[src/rtl/l1_instruction_fill_controller.sv]
// Instruction fetch front end for a 32x16 direct-mapped L1 array: tag/valid
// directory, hit path via the array read port, 4-beat line refill from L2.
module l1_instruction_fill_controller #(
    parameter int ADDR_WIDTH = 16,
    parameter int DATA_WIDTH = 16,
    parameter int LINE_WORDS = 4,
    parameter int L1_WORDS   = 32
) (
    input  logic                          clk,
    input  logic                          reset,
    input  logic                          FetchRequest,
    input  logic [ADDR_WIDTH-1:0]         FetchAddress,
    input  logic                          Invalidate,
    output logic                          FetchReady,
    output logic [DATA_WIDTH-1:0]         Instruction,
    output logic [15:0]                   MissCount,
    output logic                          L2Request,
    output logic [ADDR_WIDTH-1:0]         L2Address,
    input  logic                          L2Valid,
    input  logic [DATA_WIDTH-1:0]         L2Data,
    output logic                          mode,
    output logic [$clog2(L1_WORDS)-1:0]   WriteAddress,
    output logic [DATA_WIDTH-1:0]         WriteValue,
    output logic [$clog2(L1_WORDS)-1:0]   ReadAddress1,
    input  logic [DATA_WIDTH-1:0]         ReadValue1
);
    localparam int OFF_W   = $clog2(LINE_WORDS);
    localparam int L1_AW   = $clog2(L1_WORDS);
    localparam int IDX_W   = L1_AW - OFF_W;
    localparam int LINES   = L1_WORDS / LINE_WORDS;
    localparam int TAG_W   = ADDR_WIDTH - L1_AW;

    typedef enum logic [1:0] {IDLE, LOOKUP, REFILL, RESPOND} state_e;

    state_e                 state_q, state_d;
    logic [ADDR_WIDTH-1:0]  addr_q, addr_d;
    logic [LINES-1:0]       valid_q, valid_d;
    logic [TAG_W-1:0]       tag_q [LINES];
    logic                   tag_we;
    logic [OFF_W-1:0]       beat_q, beat_d;
    logic                   ready_q, ready_d;
    logic [DATA_WIDTH-1:0]  instr_q, instr_d;
    logic [15:0]            miss_cnt_q, miss_cnt_d;
    logic                   l2_req_q, l2_req_d;
    logic [ADDR_WIDTH-1:0]  l2_addr_q, l2_addr_d;
    logic                   mode_q, mode_d;
    logic [L1_AW-1:0]       wr_addr_q, wr_addr_d;
    logic [DATA_WIDTH-1:0]  wr_val_q, wr_val_d;
    logic [L1_AW-1:0]       rd_addr_q, rd_addr_d;

    logic [IDX_W-1:0]       idx;
    logic [OFF_W-1:0]       off;
    logic [TAG_W-1:0]       tag;
    logic                   hit;

    assign idx = addr_q[L1_AW-1:OFF_W];
    assign off = addr_q[OFF_W-1:0];
    assign tag = addr_q[ADDR_WIDTH-1:L1_AW];
    assign hit = valid_q[idx] && (tag_q[idx] == tag);

    always_comb begin
        state_d    = state_q;
        addr_d     = addr_q;
        valid_d    = valid_q;
        tag_we     = 1'b0;
        beat_d     = beat_q;
        ready_d    = 1'b0;
        instr_d    = instr_q;
        miss_cnt_d = miss_cnt_q;
        l2_req_d   = l2_req_q;
        l2_addr_d  = l2_addr_q;
        mode_d     = 1'b0;
        wr_addr_d  = wr_addr_q;
        wr_val_d   = wr_val_q;
        rd_addr_d  = rd_addr_q;
        case (state_q)
            IDLE: begin
                // Invalidate lands first so a same-cycle request sees an empty directory.
                if (Invalidate) valid_d = '0;
                if (FetchRequest) begin
                    addr_d    = FetchAddress;
                    rd_addr_d = FetchAddress[L1_AW-1:0];
                    state_d   = LOOKUP;
                end
            end
            LOOKUP: begin
                if (hit) begin
                    instr_d = ReadValue1;
                    ready_d = 1'b1;
                    state_d = RESPOND;
                end else begin
                    if (miss_cnt_q != 16'hFFFF) miss_cnt_d = miss_cnt_q + 16'd1;
                    l2_req_d  = 1'b1;
                    l2_addr_d = {addr_q[ADDR_WIDTH-1:OFF_W], {OFF_W{1'b0}}};
                    beat_d    = '0;
                    state_d   = REFILL;
                end
            end
            REFILL: begin
                if (L2Valid) begin
                    mode_d    = 1'b1;
                    wr_addr_d = {idx, beat_q};
                    wr_val_d  = L2Data;
                    if (beat_q == off) instr_d = L2Data;
                    beat_d = beat_q + 1'b1;
                    if (beat_q == OFF_W'(LINE_WORDS - 1)) begin
                        l2_req_d     = 1'b0;
                        tag_we       = 1'b1;
                        valid_d[idx] = 1'b1;
                        ready_d      = 1'b1;
                        state_d      = RESPOND;
                    end
                end
            end
            RESPOND: state_d = IDLE;
            default: state_d = IDLE;
        endcase
    end

    always_ff @(posedge clk) begin
        if (reset) begin
            state_q    <= IDLE;
            addr_q     <= '0;
            valid_q    <= '0;
            beat_q     <= '0;
            ready_q    <= 1'b0;
            instr_q    <= '0;
            miss_cnt_q <= '0;
            l2_req_q   <= 1'b0;
            l2_addr_q  <= '0;
            mode_q     <= 1'b0;
            wr_addr_q  <= '0;
            wr_val_q   <= '0;
            rd_addr_q  <= '0;
        end else begin
            state_q    <= state_d;
            addr_q     <= addr_d;
            valid_q    <= valid_d;
            beat_q     <= beat_d;
            ready_q    <= ready_d;
            instr_q    <= instr_d;
            miss_cnt_q <= miss_cnt_d;
            l2_req_q   <= l2_req_d;
            l2_addr_q  <= l2_addr_d;
            mode_q     <= mode_d;
            wr_addr_q  <= wr_addr_d;
            wr_val_q   <= wr_val_d;
            rd_addr_q  <= rd_addr_d;
        end
    end

    // Tags need no reset: they are meaningless while the matching valid bit is clear.
    always_ff @(posedge clk) begin
        if (!reset && tag_we) tag_q[idx] <= tag;
    end

    assign FetchReady   = ready_q;
    assign Instruction  = instr_q;
    assign MissCount    = miss_cnt_q;
    assign L2Request    = l2_req_q;
    assign L2Address    = l2_addr_q;
    assign mode         = mode_q;
    assign WriteAddress = wr_addr_q;
    assign WriteValue   = wr_val_q;
    assign ReadAddress1 = rd_addr_q;
endmodule

[config.mk]
export PLATFORM = sky130hd
export DESIGN_NAME = l1_instruction_fill_controller
export DESIGN_NICKNAME = d
export VERILOG_FILES = /design/src/rtl/l1_instruction_fill_controller.sv
export SDC_FILE = /design/constraint.sdc
export NUM_CORES = 1
export LEC_CHECK = 0
export CAP_MARGIN = 20
export CORE_MARGIN = 1
export CORE_UTILIZATION = 30
export DETAILED_ROUTE_END_ITERATION = 6
export DONT_BUFFER_PORTS = 1
export GPL_ROUTABILITY_DRIVEN = 0
export GPL_TIMING_DRIVEN = 0
export REMOVE_ABC_BUFFERS = 1
export SLEW_MARGIN = 10
export SYNTH_ARGS = -nofsm -noshare
export SYNTH_HDL_FRONTEND = slang
export SYNTH_SLANG_ARGS = --single-unit
[constraint.sdc]
create_clock -name clk -period 5.2 [get_ports clk]
set_clock_uncertainty 0.1 [all_clocks]
set_input_delay 1.04 -clock clk [delete_from_list [all_inputs] [get_ports clk]]
set_output_delay 1.04 -clock clk [all_outputs]
set_load 0.05 [all_outputs]
==> impl_metrics.toml <==
[clock_tree]
h-tree-depth = 4
cts_num_sinks = 189
cts_tree = "done"
cts-root-buf = "clkbuf_16"
cts_made_buffers = 17
clockBufferDepth = 2
worst_skew_pair.late_latency_ps = 430
cts_resized = 0
ctsHoldBuffers = 0
path_clk_slew_ps = 70
postCtsSetupRepairBufs = 0

[sta]
tightestPinTransition_ps = 1051
max_freq_mhz = 210.0
hold_viol = 0
setup_slack_ps = 438.8
min_period_ps = 4761
hold_ws_ps = 368.0
setup_violations = 0
slew_violations = 0
slew_headroom_pct = 29.89
rsz0062_at_grt = "no"
post-route-period-util_pct = 91.56

[power_and_ir_drop]
switching_power_w = 0.001574
power_frac_comb_pct = 21.1
swShare_pct = 35.92
power.total_w = 0.004381
internal_power_w = 0.002807
p_seq_share_pct = 47.9
clockPowerShare_pct = 31.0
p_leak_nw = 2.921
pwr_density_cell_mw_per_mm2 = 500.8
ir_worst_vdd_uv = 280.2

[die]
die_h_um = 163.5
start_util_pct = 30.79
dieArea_mm2 = 0.02672
rows = 58
die_x_um = 163.5
ios = 130
core_mm2 = 0.02540

[grt]
grt_first_pass_wirelength_um = 28060
grtUsageTotal_pct = 13.94
grt_pass1_vias = 4967
grt_antenna_before_repair = 0
grt_max_degree = 90
grt_remaining_overflow = 0

[logic_synthesis]
synth_edf_count = 88
synthArstFlopShare_pct = 0
yosysWarnings = 0
avgSynthCellArea_um2 = 11.47
synth.cell_area_mm2 = 0.007821
yosysSeqAreaShare_pct = 59.64
synth_ff_type = "dfxtp_1"
synth-seq-cells = 189
netlist_instances = 682
yosysUniqueCellTypes = 56

[critical_path]
end_kind = "flip-flop"
cp.arrival_ps = 4930
startpoint_type = "flip-flop"
crit_type = "reg -> reg"
crit_required_ps = 5370
critPathMaxFanout = 21

[worst_hold_path]
holdCritPathClass = "reg -> reg"

[final_layout]
finalCoreUtilization_pct = 34.44
n_antenna_cell = 0
num-fill-cells = 2488
drive_gt1_share_pct = 12.67
synthToLayoutAreaGrowth_pct = 11.84
layout.nets = 724

[routing]
drt-vias-per-instance = 5.027
wirelength_um = 18590
drt_iter0_drc = 338
vias = 5072
drtPass1Iterations = 5
postRouteAntennaNets = 0
wl_per_cell_um = 18.42
drc = 0

[run_status]
outcome = "finished clean"

[placement]
io_buffer_count = 0
place_hpwl_um = 12070
dp_slack_ps = 68.61

[run]
cap_violations = 0
power groups by stage:
stage	logic [W]	registers, W	clock network, W
floorplan	0.000670	0.00209	0
global placement	0.000862	0.00216	0
detailed placement	0.000903	0.00215	0
CTS	0.000906	0.00211	0.00138
global route	0.00102	0.00213	0.00145
finish	0.000924	0.00210	0.00136
final timing paths:
check        cells after the start                            to  slack (ps)               startpoint
min reg2reg                      2       valid_q[6]$_SDFFE_PP0P_         370  valid_q[6]$_SDFFE_PP0P_
min                              2       valid_q[6]$_SDFFE_PP0P_         370  valid_q[6]$_SDFFE_PP0P_
max                              8  Instruction[14]$_SDFFE_PP0P_         440                flip-flop
max reg2reg                      8  Instruction[14]$_SDFFE_PP0P_         440                flip-flop
cells in the mapped netlist (all sizes together), types with 2 or more instances:
library cell	instances	area share (%)
mux4	10	2.9
mux2i	41	5.2
and2	7	0.56
a22o	4	0.45
inv	25	1.2
mux2	6	0.86
a221oi	18	2.8
or3	12	0.96
nor3	6	0.38
clkbuf	23	1.1
and3	5	0.40
or2	3	0.24
nand3b	3	0.29
xor2	5	0.56
a22oi	3	0.29
dfxtp	101	26
o311ai	4	0.45
buf	24	2.2
o41ai	3	0.34
nand2b	4	0.32
nor2	40	2.0
o21ai	17	1.3
a21oi	61	3.9
nor2b	6	0.48
nand3	9	0.74
a31oi	4	0.32
o211ai	2	0.19
nand4	7	0.72
o22ai	18	1.4
ha	5	0.80
edfxtp	88	34
nor3b	2	0.19
xnor2	6	0.67
nand2	97	4.7
metrics by stage:
stage	cells	setup TNS, ps	instance area, um^2
finish	1009	0	8747
CTS	1007	0	8711
floorplan	636	0	7565
global placement	966	-4630	7978
global route	1009	0	8747
detailed placement	975	0	8090
flip-flops by register name (all words and copies together), names as in the netlist, named ones only:
name / flops
mode: 1
valid_q: 8
state_q: 2
MissCount: 16
beat_q: 2
Instruction: 16
WriteAddress: 5
L2Address: 14
WriteValue: 16
L2Request: 1
FetchReady: 1
tag_q: 88
addr_q: 16
cells in the final DEF, fill, tap and decap left out, types with 12 or more instances in the layout:
cell type	n
clkbuf_16	19
inv_1	25
a21oi_1	61
edfxtp_1	88
nor2_1	38
nand2_1	97
o22ai_1	18
o21ai_0	15
mux2i_1	41
or3_1	12
dfxtp_1	100
cell type report:
| class | count | area (um^2) | share of cell area [%] |
|---|---|---|---|
| Clock buffer | 21 | 503.0 | 5.750 |
| Multi-Input combinational cell | 422 | 2824 | 32.28 |
| Timing Repair Buffer | 10 | 126.4 | 1.445 |
| Sequential cell | 189 | 4666 | 53.34 |
| Clock inverter | 11 | 117.6 | 1.345 |
| Inverter | 26 | 97.59 | 1.116 |
| Tap cell | 330 | 412.9 | 4.720 |
cell families after synthesis:
family | after synthesis | synth area share (%)
muxes | 57 | 8.991
DFF | 189 | 59.64
other | 1 | 0.04795
AOI/OAI and AO/OA | 142 | 12.41
buffers and inverters | 73 | 4.575
adders and majority gates | 5 | 0.7999
xor gates and xnor gates | 11 | 1.232
and+or+nand+nor | 204 | 12.30
critical path, cell delays in order (launching register included):
cell and delay (ps):
dfxtp_1 990, nor2b_1 430, a22oi_1 180, a21o_1 220, a2111oi_2 490, nand4_2 410
o21ai_4 680, and2_1 890, a221oi_1 180
routing by layer:
layer	wire (um)	global-route usage, %
met5	0	0
met4	145	3.409
met3	1280	4.622
met2	9483	24.42
met1	7680	16.28
(Power assumes the default switching activity.)
